`config.mk`:
```
export PLATFORM = sky130hd
export DESIGN_NAME = axi_cmd_sequencer
export DESIGN_NICKNAME = d
export VERILOG_FILES = /design/src/rtl/axi_cmd_sequencer.sv
export SDC_FILE = /design/constraint.sdc
export NUM_CORES = 1
export LEC_CHECK = 0
export ABC_AREA = 0
export ABC_CLOCK_PERIOD_IN_PS = 5300
export CAP_MARGIN = 20
export CELL_PAD_IN_SITES_DETAIL_PLACEMENT = 1
export CELL_PAD_IN_SITES_GLOBAL_PLACEMENT = 1
export CORE_MARGIN = 3
export CORE_UTILIZATION = 27
export CTS_CLUSTER_DIAMETER = 120
export CTS_CLUSTER_SIZE = 12
export DETAILED_ROUTE_END_ITERATION = 10
export PLACE_DENSITY_LB_ADDON = 0.1
export SYNTH_ARGS = -nofsm -noshare
export SYNTH_HDL_FRONTEND = slang
export SYNTH_SLANG_ARGS = --single-unit
```
`constraint.sdc`:
```
create_clock -name clk -period 5.3 [get_ports clk]
set_input_delay 1.06 -clock clk [delete_from_list [all_inputs] [get_ports clk]]
set_output_delay 1.06 -clock clk [all_outputs]
set_load 0.1 [all_outputs]
```
`src/rtl/axi_cmd_sequencer.sv`:
```
// axi_cmd_sequencer: queues AXI read/write commands and issues them one at a time to a user-side AXI master.
// Optional watchdog: define AXI_SEQ_TIMEOUT_EN to abort WR_ACT/RD_ACT after TIMEOUT cycles.
// Ports: clk, resetn (async active-low, release synchronised internally)
//        cmd_valid/cmd_ready + cmd_wr/addr/len/burst/data/strb : command push
//        wr, wr_addr, wr_burst_len, wr_burst_type, wr_din, wr_strbin : write controls
//        rd_addr, rd_burst_len, rd_burst_type : read controls
//        b_done/bresp : write completion; r_beat/r_last/rdata/rresp : read beats
//        busy, cmd_done, done_resp, rd_xor, err_cnt : status
module axi_cmd_sequencer #(
    parameter int DEPTH   = 4,
    parameter int TIMEOUT = 1024
) (
    input  logic        clk,
    input  logic        resetn,
    input  logic        cmd_valid,
    output logic        cmd_ready,
    input  logic        cmd_wr,
    input  logic [31:0] cmd_addr,
    input  logic [7:0]  cmd_len,
    input  logic [1:0]  cmd_burst,
    input  logic [31:0] cmd_data,
    input  logic [3:0]  cmd_strb,
    output logic        wr,
    output logic [31:0] wr_addr,
    output logic [7:0]  wr_burst_len,
    output logic [1:0]  wr_burst_type,
    output logic [31:0] wr_din,
    output logic [3:0]  wr_strbin,
    output logic [31:0] rd_addr,
    output logic [7:0]  rd_burst_len,
    output logic [1:0]  rd_burst_type,
    input  logic        b_done,
    input  logic [1:0]  bresp,
    input  logic        r_beat,
    input  logic        r_last,
    input  logic [31:0] rdata,
    input  logic [1:0]  rresp,
    output logic        busy,
    output logic        cmd_done,
    output logic [1:0]  done_resp,
    output logic [31:0] rd_xor,
    output logic [7:0]  err_cnt
);
    localparam int AW = $clog2(DEPTH);

    typedef struct packed {
        logic        wr;
        logic [31:0] addr;
        logic [7:0]  len;
        logic [1:0]  burst;
        logic [31:0] data;
        logic [3:0]  strb;
    } cmd_t;

    typedef enum logic [1:0] {IDLE, WR_ACT, RD_ACT, RESP} state_t;

    cmd_t          mem_q [DEPTH];
    cmd_t          cmd_in, head;
    logic [AW-1:0] wptr_q, rptr_q;
    logic [AW:0]   cnt_q;
    logic [1:0]    sync_q;
    state_t        state_q;
    logic          push, pop, wd_hit;
    logic          wr_q, busy_q, done_q;
    logic [1:0]    resp_q;
    logic [31:0]   xor_q;
    logic [7:0]    err_q;
    logic [8:0]    beat_q;
    logic [31:0]   wr_addr_q, wr_din_q, rd_addr_q;
    logic [7:0]    wr_len_q, rd_len_q;
    logic [1:0]    wr_burst_q, rd_burst_q;
    logic [3:0]    wr_strb_q;

    assign cmd_in    = {cmd_wr, cmd_addr, cmd_len, cmd_burst, cmd_data, cmd_strb};
    assign head      = mem_q[rptr_q];
    assign cmd_ready = cnt_q != (AW+1)'(DEPTH);
    assign push      = cmd_valid && cmd_ready;
    // Pops wait for the synchronised reset release (sync_q[1]).
    assign pop       = state_q == IDLE && cnt_q != '0 && sync_q[1];

    always_ff @(posedge clk or negedge resetn) begin
        if (!resetn) sync_q <= '0;
        else         sync_q <= {sync_q[0], 1'b1};
    end

    always_ff @(posedge clk or negedge resetn) begin
        if (!resetn) begin
            wptr_q <= '0;
            rptr_q <= '0;
            cnt_q  <= '0;
        end else begin
            if (push) wptr_q <= wptr_q + 1'b1;
            if (pop)  rptr_q <= rptr_q + 1'b1;
            cnt_q <= cnt_q + (AW+1)'(push) - (AW+1)'(pop);
        end
    end

    always_ff @(posedge clk) begin
        if (push) mem_q[wptr_q] <= cmd_in;
    end

`ifdef AXI_SEQ_TIMEOUT_EN
    logic [15:0] wd_q;

    // Counts active cycles; fires once TIMEOUT cycles have elapsed, so RESP follows TIMEOUT+1 cycles after entry.
    always_ff @(posedge clk or negedge resetn) begin
        if (!resetn) wd_q <= '0;
        else         wd_q <= (state_q == WR_ACT || state_q == RD_ACT) ? wd_q + 16'd1 : '0;
    end

    assign wd_hit = wd_q == 16'(TIMEOUT);
`else
    // Watchdog compiled out: this term is constant false.
    assign wd_hit = TIMEOUT < 0;
`endif

    always_ff @(posedge clk or negedge resetn) begin
        if (!resetn) begin
            state_q    <= IDLE;
            wr_q       <= 1'b0;
            busy_q     <= 1'b0;
            done_q     <= 1'b0;
            resp_q     <= '0;
            xor_q      <= '0;
            err_q      <= '0;
            beat_q     <= '0;
            wr_addr_q  <= '0;
            wr_len_q   <= '0;
            wr_burst_q <= '0;
            wr_din_q   <= '0;
            wr_strb_q  <= '0;
            rd_addr_q  <= '0;
            rd_len_q   <= '0;
            rd_burst_q <= '0;
        end else begin
            done_q <= 1'b0;
            case (state_q)
                IDLE: begin
                    if (pop) begin
                        busy_q <= 1'b1;
                        if (head.wr) begin
                            state_q    <= WR_ACT;
                            wr_q       <= 1'b1;
                            wr_addr_q  <= head.addr;
                            wr_len_q   <= head.len;
                            wr_burst_q <= head.burst;
                            wr_din_q   <= head.data;
                            wr_strb_q  <= head.strb;
                        end else begin
                            state_q    <= RD_ACT;
                            rd_addr_q  <= head.addr;
                            rd_len_q   <= head.len;
                            rd_burst_q <= head.burst;
                            xor_q      <= '0;
                            beat_q     <= '0;
                        end
                    end
                end
                WR_ACT: begin
                    if (b_done || wd_hit) begin
                        state_q <= RESP;
                        wr_q    <= 1'b0;
                        done_q  <= 1'b1;
                        resp_q  <= b_done ? bresp : 2'b11;
                    end
                end
                RD_ACT: begin
                    if (r_beat) begin
                        xor_q  <= xor_q ^ rdata;
                        beat_q <= beat_q + {8'd0, ~&beat_q};
                    end
                    // beat_q counts earlier beats, so this final beat is number beat_q+1; a match needs beat_q == len.
                    if (r_beat && r_last) begin
                        state_q <= RESP;
                        done_q  <= 1'b1;
                        resp_q  <= (beat_q != {1'b0, rd_len_q}) ? 2'b10 : rresp;
                    end else if (wd_hit) begin
                        state_q <= RESP;
                        done_q  <= 1'b1;
                        resp_q  <= 2'b11;
                    end
                end
                RESP: begin
                    state_q <= IDLE;
                    busy_q  <= 1'b0;
                    if (resp_q != 2'b00 && err_q != 8'hFF) err_q <= err_q + 8'd1;
                end
                default: state_q <= IDLE;
            endcase
        end
    end

    assign wr            = wr_q;
    assign wr_addr       = wr_addr_q;
    assign wr_burst_len  = wr_len_q;
    assign wr_burst_type = wr_burst_q;
    assign wr_din        = wr_din_q;
    assign wr_strbin     = wr_strb_q;
    assign rd_addr       = rd_addr_q;
    assign rd_burst_len  = rd_len_q;
    assign rd_burst_type = rd_burst_q;
    assign busy          = busy_q;
    assign cmd_done      = done_q;
    assign done_resp     = resp_q;
    assign rd_xor        = xor_q;
    assign err_cnt       = err_q;
endmodule

```
======== Word-level counts from Yosys, hierarchy flattened ========
Memory sizes are Yosys's and may differ from the RTL's.
Cells that the tools add are included.
word-level totals
  output and inout port bits .............. 166
  logic and storage cells ................. 91
  register bits ........................... 185
  RAM bits ................................ 316
  input bits .............................. 121
  memories kept ........................... 1
operators by class
  equal/unequal tests ..................... 12
  reduce and logical (&&, ||, !) cells .... 22
  muxes and demuxes ....................... 28
  bitwise gates (word level) .............. 2
  add/sub/neg operators ................... 6
memories
  memory  depth  width  rd ports  clocked after memory_dff  write ports  RTL line  RTL
  mem_q   4      79     1         0                         1            57        cmd_t mem_q [DEPTH];
operator list
  operator                                                        count
  32-bit 2-to-1 mux                                               3
  32-bit case mux with 2 select lines                             1
  32-bit XOR                                                      1
  9-bit 2-to-1 mux                                                3
  9-bit case mux with 2 select lines                              1
  2-bit 2-to-1 mux                                                7
  2-bit inequality test (second input constant)                   6
  3-bit AND reduction                                             4
  2-bit nonzero test                                              5
  9-bit by 1-bit adder with 9-bit output                          1
  9-bit by 8-bit inequality test with 1-bit output                1
  9-bit AND reduction                                             1
  8-bit by 1-bit adder with 8-bit output (second input constant)  1
  1-bit 2-to-1 mux                                                8
  8-bit inequality test (second input constant)                   1
  2-bit case mux with 4 select lines                              1
  4-bit AND reduction                                             2
  1-bit case mux with 2 select lines                              3
  1-bit logical AND                                               5
  2-bit by 1-bit adder with 2-bit output (second input constant)  2
  2-bit == test (second input constant)                           2
  2-bit case mux with 2 select lines                              1
  2-bit AND reduction                                             2
  3-bit by 1-bit adder with 3-bit output                          1
  other kinds (7)                                                 7

======== Logic depth before layout (Yosys ltp) ========
Gate-level depths: netlist of run 1.
  depth in word-level cells ............... 5
  mapped depth ............................ 10
  gate-level depth less buffers ........... 9

======== Worst setup path before layout of run 1 ========
No wires, ideal clock.
  kind .................................... register to register
  from .................................... reg cnt_q[1]
  to ...................................... mem mem_q[1][0] in the netlist's numbering (enable)
  stages on the path, launching flop included .. 4
  arrival ................................. 3.225 ns
  data required time ...................... 4.853 ns
  path slack .............................. 1.629 ns
  library setup time ...................... 0.447 ns
  clock period less this slack ............ 3.671 ns
  path buffers ............................ 0
  cells stage by stage .................... dfrtp_1 -> nor2_1 -> nand2_1 -> and3_1
on the way
  word-level cells in the longest chain between the ends .. 4
RTL lines
  what                                    RTL line  RTL
  from (decl)                             60        logic [AW:0] cnt_q;
  from (signal assigned)                  94        cnt_q <= cnt_q + (AW+1)'(push) - (AW+1)'(pop);
  3-bit inequality test                   76        assign cmd_ready = cnt_q != (AW+1)'(DEPTH);
  via cmd_ready                           16        output logic cmd_ready,
  1-bit logical AND                       77        assign push = cmd_valid && cmd_ready;
  1-bit 2-to-1 mux                        99        if (push) mem_q[wptr_q] <= cmd_in;
  1-bit 2-to-1 mux (not written as such)  99
  to (decl)                               57
The timed path passes the listed nets, and every way through them passes these cells.

======== Worst setup path in the final report of run 1 ========
  from .................................... reg cnt_q[1]
  to ...................................... out cmd_ready
on the way
  word-level cells in the longest chain between the ends .. 1
RTL lines
  what                   RTL line
  3-bit inequality test  76
  to (decl)              16
Every way passes these cells.

==> flow_metrics.tcl, run 1 <==
set metrics [dict create \
    arrival_ps 2540 \
    syn_nets 1177 \
    synthFlopType "edfxtp_1" \
    finalHoldViolCount 0 \
    slew_headroom 0.232 \
    status "finished clean" \
    regArea_sq_um 14100 \
    ctsLongestPathBuffers 3 \
    ctsHtreeMaxLevel 2 \
    synth.most_common_cell "edfxtp_1" \
    multi_input_area_sq_um 5000 \
    ys_seq_elements 501 \
    grt_max_degree 80 \
    placed_cells 2231 \
    maxCapViolCount 0 \
    start_util 0.275 \
    drt.antenna.violating_nets 0 \
    start_kind "flip-flop" \
    postCtsSetupRepairBufs 0 \
    cts_sinks 501 \
    syn_avg_cell_area_sq_um 18.6 \
    die_h_um 274 \
    synth_warnings 0 \
    async_flop_share 0.369 \
    crit_chain "nor2_1, nand2_1, clkdlybuf4s50_1" \
    grt_pass1_vias 11900 \
    skew_ps 16.4 \
    dpl-instance-area_sq_um 23400 \
    hpwl_um 32300 \
    io_buffers 286 \
    synth_common_cells "316 x edfxtp_1, 185 x dfrtp_1, 124 x mux2_2, 79 x mux4_2, 57 x nand2_1" \
    yosysTopAreaCell "edfxtp_1" \
    post_drt_wl_per_cell_um 22.6 \
    cts_inserted_buffers 47 \
    setup_viol 0 \
    drive_above_1_share 0.207 \
    ys_seq_area_frac 0.728 \
    drv_slew 0 \
    yosysTopAreaCellShare 0.489 \
    fillerInstances 7082 \
    finalNonFillerCells 2320 \
    grt_setup_unrepaired "no" \
    gp_congestion 0.721 \
    die_w_um 274 \
    clkLatencyLatePin_ps 590 \
    drc 0 \
    hp-class "flip-flop to flip-flop" \
    worstSetupPathType "flip-flop to primary output" \
    setup_tns_ps 0 \
    fmax_ghz 0.278 \
    netlist_area_sq_um 19400 \
    crit_path_max_incr_delay_ps 1250 \
    cts_hold_buf 0 \
    pin_count 287 \
    crit_family "buffers and inverters" \
    worst-path-max-fanout 6 \
    cts_tree "yes" \
    cts_resized 0 \
    finalCriticalPeriod_ps 3600 \
    track_usage 0.139 \
    drt_iter0_markers 566 \
    cts_root_buf "clkbuf_16" \
    tightest_slew_ps 1150 \
    crit_path_top_delay_cell "clkdlybuf4s50_1" \
    finalWirelength_um 52400 \
    cp_num_buf_inv 1 \
    dieArea_sq_um 75100 \
    ys_top_cells_by_area "edfxtp_1 49%, dfrtp_1 24%, mux4_2 9.2%" \
    synth_cells 1041 \
    dr.pass1.iters 4 \
    grt_pass1_wl_um 78700 \
    via_count 10600 \
    core_sq_um 70600 \
    antenna_found_initial 9 \
    area_growth_pct 27.8 \
    fin_nets 1476 \
    viasPerCell 4.57 \
    cp.required_ps 4240 \
    cts.clk_slew.worst_paths_ps 70 \
    min_period_over_period 0.680 \
    endpoint_kind "primary output" \
    yosysUniqueCellTypes 47 \
    final_area_sq_um 24800 \
    core.rowCount 97 \
    grt-ovfl-total 0 \
    synth_edf_count 316 \
]
==> cell usage in the layout (no fill, tap or decap), types with 2 or more instances in the layout <==
cell,synthesis,final
nor4_1,3,3
clkbuf_1,32,35
clkdlybuf4s50_1,0,285
buf_12,0,2
mux2_2,124,124
a31oi_1,7,7
and3_1,41,37
and3_4,0,4
edfxtp_1,316,316
dfrtp_1,185,183
clkbuf_16,0,48
o211ai_1,3,3
or4_1,2,2
nand3_1,6,6
a21oi_1,2,2
xnor2_1,17,17
xor2_1,3,3
nor2_1,9,8
mux4_2,79,79
nor3_1,33,33
a221o_1,32,32
dfrtp_4,0,2
nand2_1,57,56
diode_2,0,3
ha_1,14,14
nand4_1,7,7
nor2b_1,8,8
buf_4,6,17
inv_1,13,13
o21ai_0,5,5
==> registers in the layout, indices dropped and copies added (netlist names) <==
register and flops:
beat_q 9, busy 1, cmd_done 1, cnt_q 3
done_resp 2, err_cnt 8, mem_q 316, rd_addr 32
rd_burst_len 8, rd_burst_type 2, rd_xor 32, rptr_q 2
state_q 2, sync_q 2, wptr_q 2, wr 1
wr_addr 32, wr_burst_len 8, wr_burst_type 2, wr_din 32
wr_strbin 4
==> worst register-to-register path, delay by kind of cell, from the launching register on <==
kind                   cells  cell delay [ps]
multiplexers               2              980
flip-flops                 1              900
AND/OR/NAND/NOR            1              670
buffers and inverters      1              580
==> cell families after synthesis <==
kind of cell	Yosys count	share of synthesized area
muxes	204	0.164
xor gates and xnor gates	20	0.00903
adders and majority gates	15	0.0101
AOI/OAI and AO/OA	60	0.0273
DFF	501	0.728
buffers and inverters	68	0.0159
and+or+nand+nor	172	0.0453
other	1	0.000193
==> cell type report <==
cell class                 instances  area share
sequential                       501       0.570
multi-input combinational        472       0.202
timing repair buffer             305       0.122
clock buffer                      83      0.0538
tap                              940      0.0475
clock inverter                     3     0.00222
inverter                          13     0.00197
antenna                            3    0.000303
==> worst paths after layout <==
| check | slack, ps | cells after the start | startpoint | to |
|---|---|---|---|---|
| setup / recovery | 1700 | 3 | cnt_q[1]$_DFF_PN0_ | cmd_ready |
| min in group asynchronous | 540 | 1 | resetn | err_cnt[4]$_DFFE_PN0P_ |
| hold reg to reg | 370 | 0 | sync_q[0]$_DFF_PN0_ | sync_q[1]$_DFF_PN0_ |
| max in group asynchronous | 3710 | 2 | resetn | wr_din[7]$_DFFE_PN0P_ |
| hold / removal | 370 | 0 | sync_q[0]$_DFF_PN0_ | sync_q[1]$_DFF_PN0_ |
| setup reg to reg | 2050 | 4 | rptr_q[1]$_DFFE_PN0P_ | wr_din[7]$_DFFE_PN0P_ |
==> routing by layer <==
metal | vias up | routed length (um) | GRT usage
met2 | 223 | 25600 | 0.234
met4 | 14 | 715 | 0.0281
met3 | 62 | 2870 | 0.0367
met5 | - | 94 | 0
met1 | 5606 | 23200 | 0.182
li1 | 4693 | - | -
==> per-stage QoR <==
stage / utilization / hold slack (ps) / worst slack (ps)
3_5_place_dp: 0.331 / 345 / 1900
6_report: 0.351 / 369 / 1700
5_1_grt: 0.351 / 385 / 1550
3_3_place_gp: 0.331 / 342 / 1940
4_1_cts: 0.351 / 383 / 1640
2_1_floorplan: - / 331 / 1630
Power of run 1 is not shown: default switching activity piles up to over one toggle a cycle in this logic, so the estimate is an artifact.
==> run 2, diff against run 1 <==
ABC_CLOCK_PERIOD_IN_PS = 3000   (was 5300)
clock period = 3 ns   (was 5.3 ns; I/O delays follow)
==> run 2 against run 1 <==
- count of clock-buffer cells in the layout is 2 higher
- clock skew is 0.54 ps higher
- first-iteration DRC count is 27% lower
- final cell count is 0.56% higher
- utilization is 0.16 points lower
- wire length is 3.3% lower
- hold slack better by 2.0 ps
- cell area is 0.46% lower
- die area stayed put
- via count hardly changed
- critical path depth is 6 higher
- global-route usage is 0.47 points lower
- critical path type is now flip-flop to flip-flop
- critical endpoint is now cnt_q[2]$_DFF_PN0_
==> flow_metrics.tcl, run 2 (synthesis gave the netlist of run 1 again) <==
set metrics [dict create \
    status "finished clean" \
    grt_pass1_wl_um 76700 \
    cp.required_ps 3500 \
    io_buffers 286 \
    tightest_slew_ps 795 \
    finalNonFillerCells 2333 \
    cts.clk_slew.worst_paths_ps 70 \
    setup_viol 0 \
    regArea_sq_um 14100 \
    die_h_um 274 \
    grt-ovfl-total 0 \
    final_area_sq_um 24700 \
    track_usage 0.135 \
    antenna_found_initial 6 \
    ctsHtreeMaxLevel 2 \
    crit_path_top_delay_cell "ha_1" \
    finalHoldViolCount 0 \
    final_common_cell "edfxtp_1" \
    die_w_um 274 \
    largest_reg_flops 316 \
    grt_pass1_vias 11800 \
    start_util 0.275 \
    core.rowCount 97 \
    cts_tree "yes" \
    crit_chain "inv_1, ha_1, o311ai_4, inv_1, ha_1, inv_1, ha_1, fa_1, xnor2_1" \
    finalCriticalPeriod_ps 2580 \
    final_cell_mix "316 x edfxtp_1, 183 x dfrtp_1, 177 x buf_4" \
    start_kind "flip-flop" \
    via_count 10600 \
    multi_input_area_sq_um 5000 \
    grt_setup_unrepaired "no" \
    worst-path-max-fanout 10 \
    finalWirelength_um 50700 \
    endpoint_kind "flip-flop" \
    fmax_ghz 0.388 \
    post_drt_wl_per_cell_um 21.7 \
    slew_headroom 0.468 \
    crit_path_max_incr_delay_ps 430 \
    dpl-instance-area_sq_um 23200 \
    core_sq_um 70600 \
    pin_count 287 \
    maxCapViolCount 0 \
    drive_above_1_share 0.332 \
    cts_sinks 501 \
    drt.antenna.violating_nets 0 \
    clkLatencyLatePin_ps 590 \
    gp_congestion 0.714 \
    fin_nets 1487 \
    cts_inserted_buffers 47 \
    hp-class "flip-flop to flip-flop" \
    dr.pass1.iters 4 \
    fillerInstances 7158 \
    min_period_over_period 0.859 \
    top_register "mem_q" \
    arrival_ps 3070 \
    worstSetupPathType "flip-flop to flip-flop" \
    cts_root_buf "clkbuf_16" \
    drv_slew 0 \
    drc 0 \
    hpwl_um 31900 \
    viasPerCell 4.54 \
    dieArea_sq_um 75100 \
    cts_resized 0 \
    placed_cells 2241 \
    area_growth_pct 27.2 \
    setup_tns_ps 0 \
    drt_iter0_markers 415 \
    ctsLongestPathBuffers 3 \
    skew_ps 17.0 \
    grt_max_degree 80 \
]
## run 2: cell count changes in the layout (fill, tap and decap cells not counted), sizes merged
cell           before  now
diode               3    4
clkdlybuf4s50     285  119
buf                19  195
dlygate4sd3         0    1
clkinv              2    1
clkbuf             84   86
## run 2: worst paths after layout
path	slack, ps	to	start	depth (start not counted)
worst max register to register	420	cnt_q[2]$_DFF_PN0_	state_q[1]$_DFFE_PN0P_	9
max in group asynchronous	1720	wr_addr[22]$_DFFE_PN0P_	resetn	3
worst max-delay path	420	cnt_q[2]$_DFF_PN0_	state_q[1]$_DFFE_PN0P_	9
worst min-delay path	370	sync_q[1]$_DFF_PN0_	sync_q[0]$_DFF_PN0_	0
worst min register to register	370	sync_q[1]$_DFF_PN0_	sync_q[0]$_DFF_PN0_	0
min in group asynchronous	570	err_cnt[2]$_DFFE_PN0P_	resetn	2
## run 2: per-stage QoR
stage               hold WS [ps]  setup slack [ps]  utilization
global route                 385               258        0.349
floorplan                    304               192            -
detailed placement           350               385        0.329
finish                       371               424        0.349
CTS                          374               399        0.349
global placement             338               448        0.329
## run 2: metal layers
layer  GRT usage  vias up  routed length (um)
li1            -     4716                   -
met1       0.165     5608               21100
met2       0.236      210               25700
met3      0.0354       63                3020
met4      0.0348        2                 874
met5           0        -                   9
## run 2: worst max-delay path, delay by kind of cell, from the launching register on
kind / cells / cell delay, ps
adders and majority gates: 4 / 1160
DFF: 1 / 410
xor gates and xnor gates: 1 / 190
AOI/OAI and AO/OA: 1 / 270
buffers and inverters: 3 / 450
## run 2: area by class of cell
class | count | share of cell area
Sequential cell | 501 | 0.573
Antenna cell | 4 | 0.000406
Clock buffer | 85 | 0.0547
Tap cell | 940 | 0.0477
Multi-Input combinational cell | 472 | 0.203
Clock inverter | 2 | 0.00203
Timing Repair Buffer | 316 | 0.118
Inverter | 13 | 0.00198
## run 2: what timing repair did
| action | in CTS | in global routing |
|---|---|---|
| hold buffers | 1 | 0 |
| endpoints found under the setup margin | 0 | 0 |
| setup buffers | 0 | 0 |
| endpoints found under the hold margin | 38 | 0 |
Power of run 2 is left out for the same reason.
==> run 3, diff against run 2 <==
ABC_AREA = 1   (was 0)
PLACE_DENSITY_LB_ADDON = 0.08   (was 0.1)
==> run 3 against run 2 <==
- synthesized area increased by 1.9%
- final cell count increased by 27%
- flip-flop and latch count stayed put
- first-iteration DRC count rose by 36%
- synthesized cell count rose by 64%
- die area grew 1.8%
- critical endpoint is now beat_q[4]$_DFFE_PN0P_
- hold slack worse by 21 ps
- count of clock-buffer cells in the layout fell by 5
- register-to-register slack improved by 60 ps
==> flow_metrics.tcl, run 3 <==
set metrics [dict create \
    synth_mux_area_frac 0 \
    hp-class "flip-flop to flip-flop" \
    finalWirelength_um 59900 \
    pin_count 287 \
    endpoint_kind "flip-flop" \
    drive_above_1_share 0.135 \
    grt-ovfl-total 0 \
    globalRoute.busiestLayer "met2" \
    synth-xor-area-share 0.0222 \
    slew_headroom 0.333 \
    cts_root_buf "clkbuf_16" \
    fmax_ghz 0.397 \
    synth_top_family_by_area "simple AND/OR/NAND/NOR gates" \
    crit_chain "inv_1, ha_1, nand3_4, buf_4, buf_4, a21oi_2, nand2_4, buf_12, inv_2, nand2_1, nand2_1" \
    met1_usage 0.206 \
    drv_slew 0 \
    gp_congestion 0.744 \
    synth_common_cells "351 x nand2_1, 316 x edfxtp_1, 293 x nor2_1, 200 x o21ai_0, 185 x dfrtp_1" \
    yosysUniqueCellTypes 32 \
    largest_reg_flops 316 \
    antenna_found_initial 8 \
    cts_sinks 501 \
    synth_compound_area_frac 0.0893 \
    track_usage 0.156 \
    async_flop_share 0.369 \
    postCtsSetupRepairBufs 0 \
    core.rowCount 98 \
    grt_pass1_vias 14300 \
    ctsHtreeMaxLevel 2 \
    grt_util_met3 0.0289 \
    area_growth_pct 24.9 \
    setup_viol 0 \
    cp.required_ps 3470 \
    final_cell_mix "351 x nand2_1, 316 x edfxtp_1, 289 x nor2_1" \
    start_util 0.275 \
    final_util 0.343 \
    start_kind "flip-flop" \
    netlist_area_sq_um 19800 \
    synth_cells 1709 \
    core_sq_um 72000 \
    hpwl_um 36300 \
    via_count 13400 \
    cts.clk_slew.worst_paths_ps 70 \
    maxCapViolCount 0 \
    status "finished clean" \
    yosysTopAreaCellShare 0.480 \
    synth_simple_gate_area_share 0.131 \
    fin_nets 2120 \
    ys_top_cells_by_area "edfxtp_1 48%, dfrtp_1 23%, nand2_1 6.7%" \
    worstSetupPathType "flip-flop to flip-flop" \
    tightest_slew_ps 999 \
    finalHoldViolCount 0 \
    skew_ps 11.0 \
    die_w_um 277 \
    finalCriticalPeriod_ps 2520 \
    clkLatencyLatePin_ps 580 \
    synth_warnings 0 \
    final_common_cell "nand2_1" \
    die_h_um 277 \
    synth.most_common_cell "nand2_1" \
    syn_avg_cell_area_sq_um 11.6 \
    synthAdderAreaFrac 0.00988 \
    crit_path_max_incr_delay_ps 380 \
    synthFlopType "edfxtp_1" \
    ys_seq_elements 501 \
    cts_tree "yes" \
    crit_path_top_delay_cell "dfrtp_1" \
    worst-path-max-fanout 76 \
    dieArea_sq_um 76500 \
    drc 0 \
    drt.antenna.violating_nets 0 \
    grt_setup_unrepaired "no" \
    yosysTopAreaCell "edfxtp_1" \
    setup_tns_ps 0 \
    viasPerCell 4.51 \
    top_register "mem_q" \
    post_drt_wl_per_cell_um 20.2 \
    synth_edf_count 316 \
    dr.pass1.iters 7 \
    cts_inserted_buffers 47 \
    arrival_ps 2980 \
    ys_seq_area_frac 0.714 \
    grt_max_degree 77 \
    io_buffers 286 \
    min_period_over_period 0.839 \
    ctsLongestPathBuffers 3 \
    grt_pass1_wl_um 92100 \
    syn_nets 1845 \
    drt_iter0_markers 566 \
    met2_usage 0.265 \
]
run 3: changes by cell type after synthesis, moves of 44 or more:
cell / before / now
mux2_2: 124 / 0
mux4_2: 79 / 0
nand2_1: 57 / 351
nor2_1: 9 / 293
o21ai_0: 5 / 200
o21ai_1: 0 / 44
xor2_1: 3 / 47
run 3: final cells by class:
type / count / area (sq um)
timing repair buffer: 320 / 2810
tap: 950 / 1190
clock inverter: 3 / 30.0
inverter: 47 / 180
fill: 7845 / 47300
clock buffer: 80 / 1320
multi-input combinational: 1067 / 5020
antenna: 3 / 7.51
sequential: 501 / 14100
run 3: worst paths after layout:
path	to	depth (start not counted)	slack, ps	from
worst max-delay path	beat_q[4]$_DFFE_PN0P_	11	480	state_q[0]$_DFFE_PN0P_
worst min-delay path	sync_q[1]$_DFF_PN0_	0	350	sync_q[0]$_DFF_PN0_
worst max register to register	beat_q[4]$_DFFE_PN0P_	11	480	state_q[0]$_DFFE_PN0P_
worst min register to register	sync_q[1]$_DFF_PN0_	0	350	sync_q[0]$_DFF_PN0_
max in group asynchronous	wr_din[4]$_DFFE_PN0P_	3	1600	resetn
min in group asynchronous	rd_xor[8]$_DFFE_PN0P_	2	560	resetn
run 3: through the flow:
step           instance area (sq um)  worst slack [ps]  hold WS [ps]  std cells
2_1_floorplan                  19800              58.6           304       1709
3_3_place_gp                   23300               499           343       2884
3_5_place_dp                   23300               483           336       2884
4_1_cts                        24700               453           347       2968
5_1_grt                        24700               253           356       2968
6_report                       24700               483           350       2971
run 3: cells by family (layout without fill, tap and decap cells):
group                      Yosys count  count (layout)
and+or+nand+nor                    669             669
other                                1               4
xor gates and xnor gates            50              50
buffers and inverters              141             450
adders and majority gates           15              15
AOI/OAI and AO/OA                  332             332
DFF                                501             501
run 3: critical path: cells and delay by family (launching register included):
family                   cells  cell delay [ps]
AO/OA/AOI/OAI                1              120
adder cells (fa/ha/maj)      1              350
buffers and inverters        5             1150
flip-flops                   1              380
AND/OR/NAND/NOR              4              380
run 3: what timing repair did:
action,CTS,global route
endpoints found under the hold margin,59,0
gates resized for setup,0,0
hold buffers,1,0
run 3: per-layer routing:
layer,vias to the layer above,wire [um]
li1,6381,-
met1,6726,27300
met2,204,29200
met3,87,2280
met4,6,1200
met5,-,41
Power of run 3 is left out for the same reason.
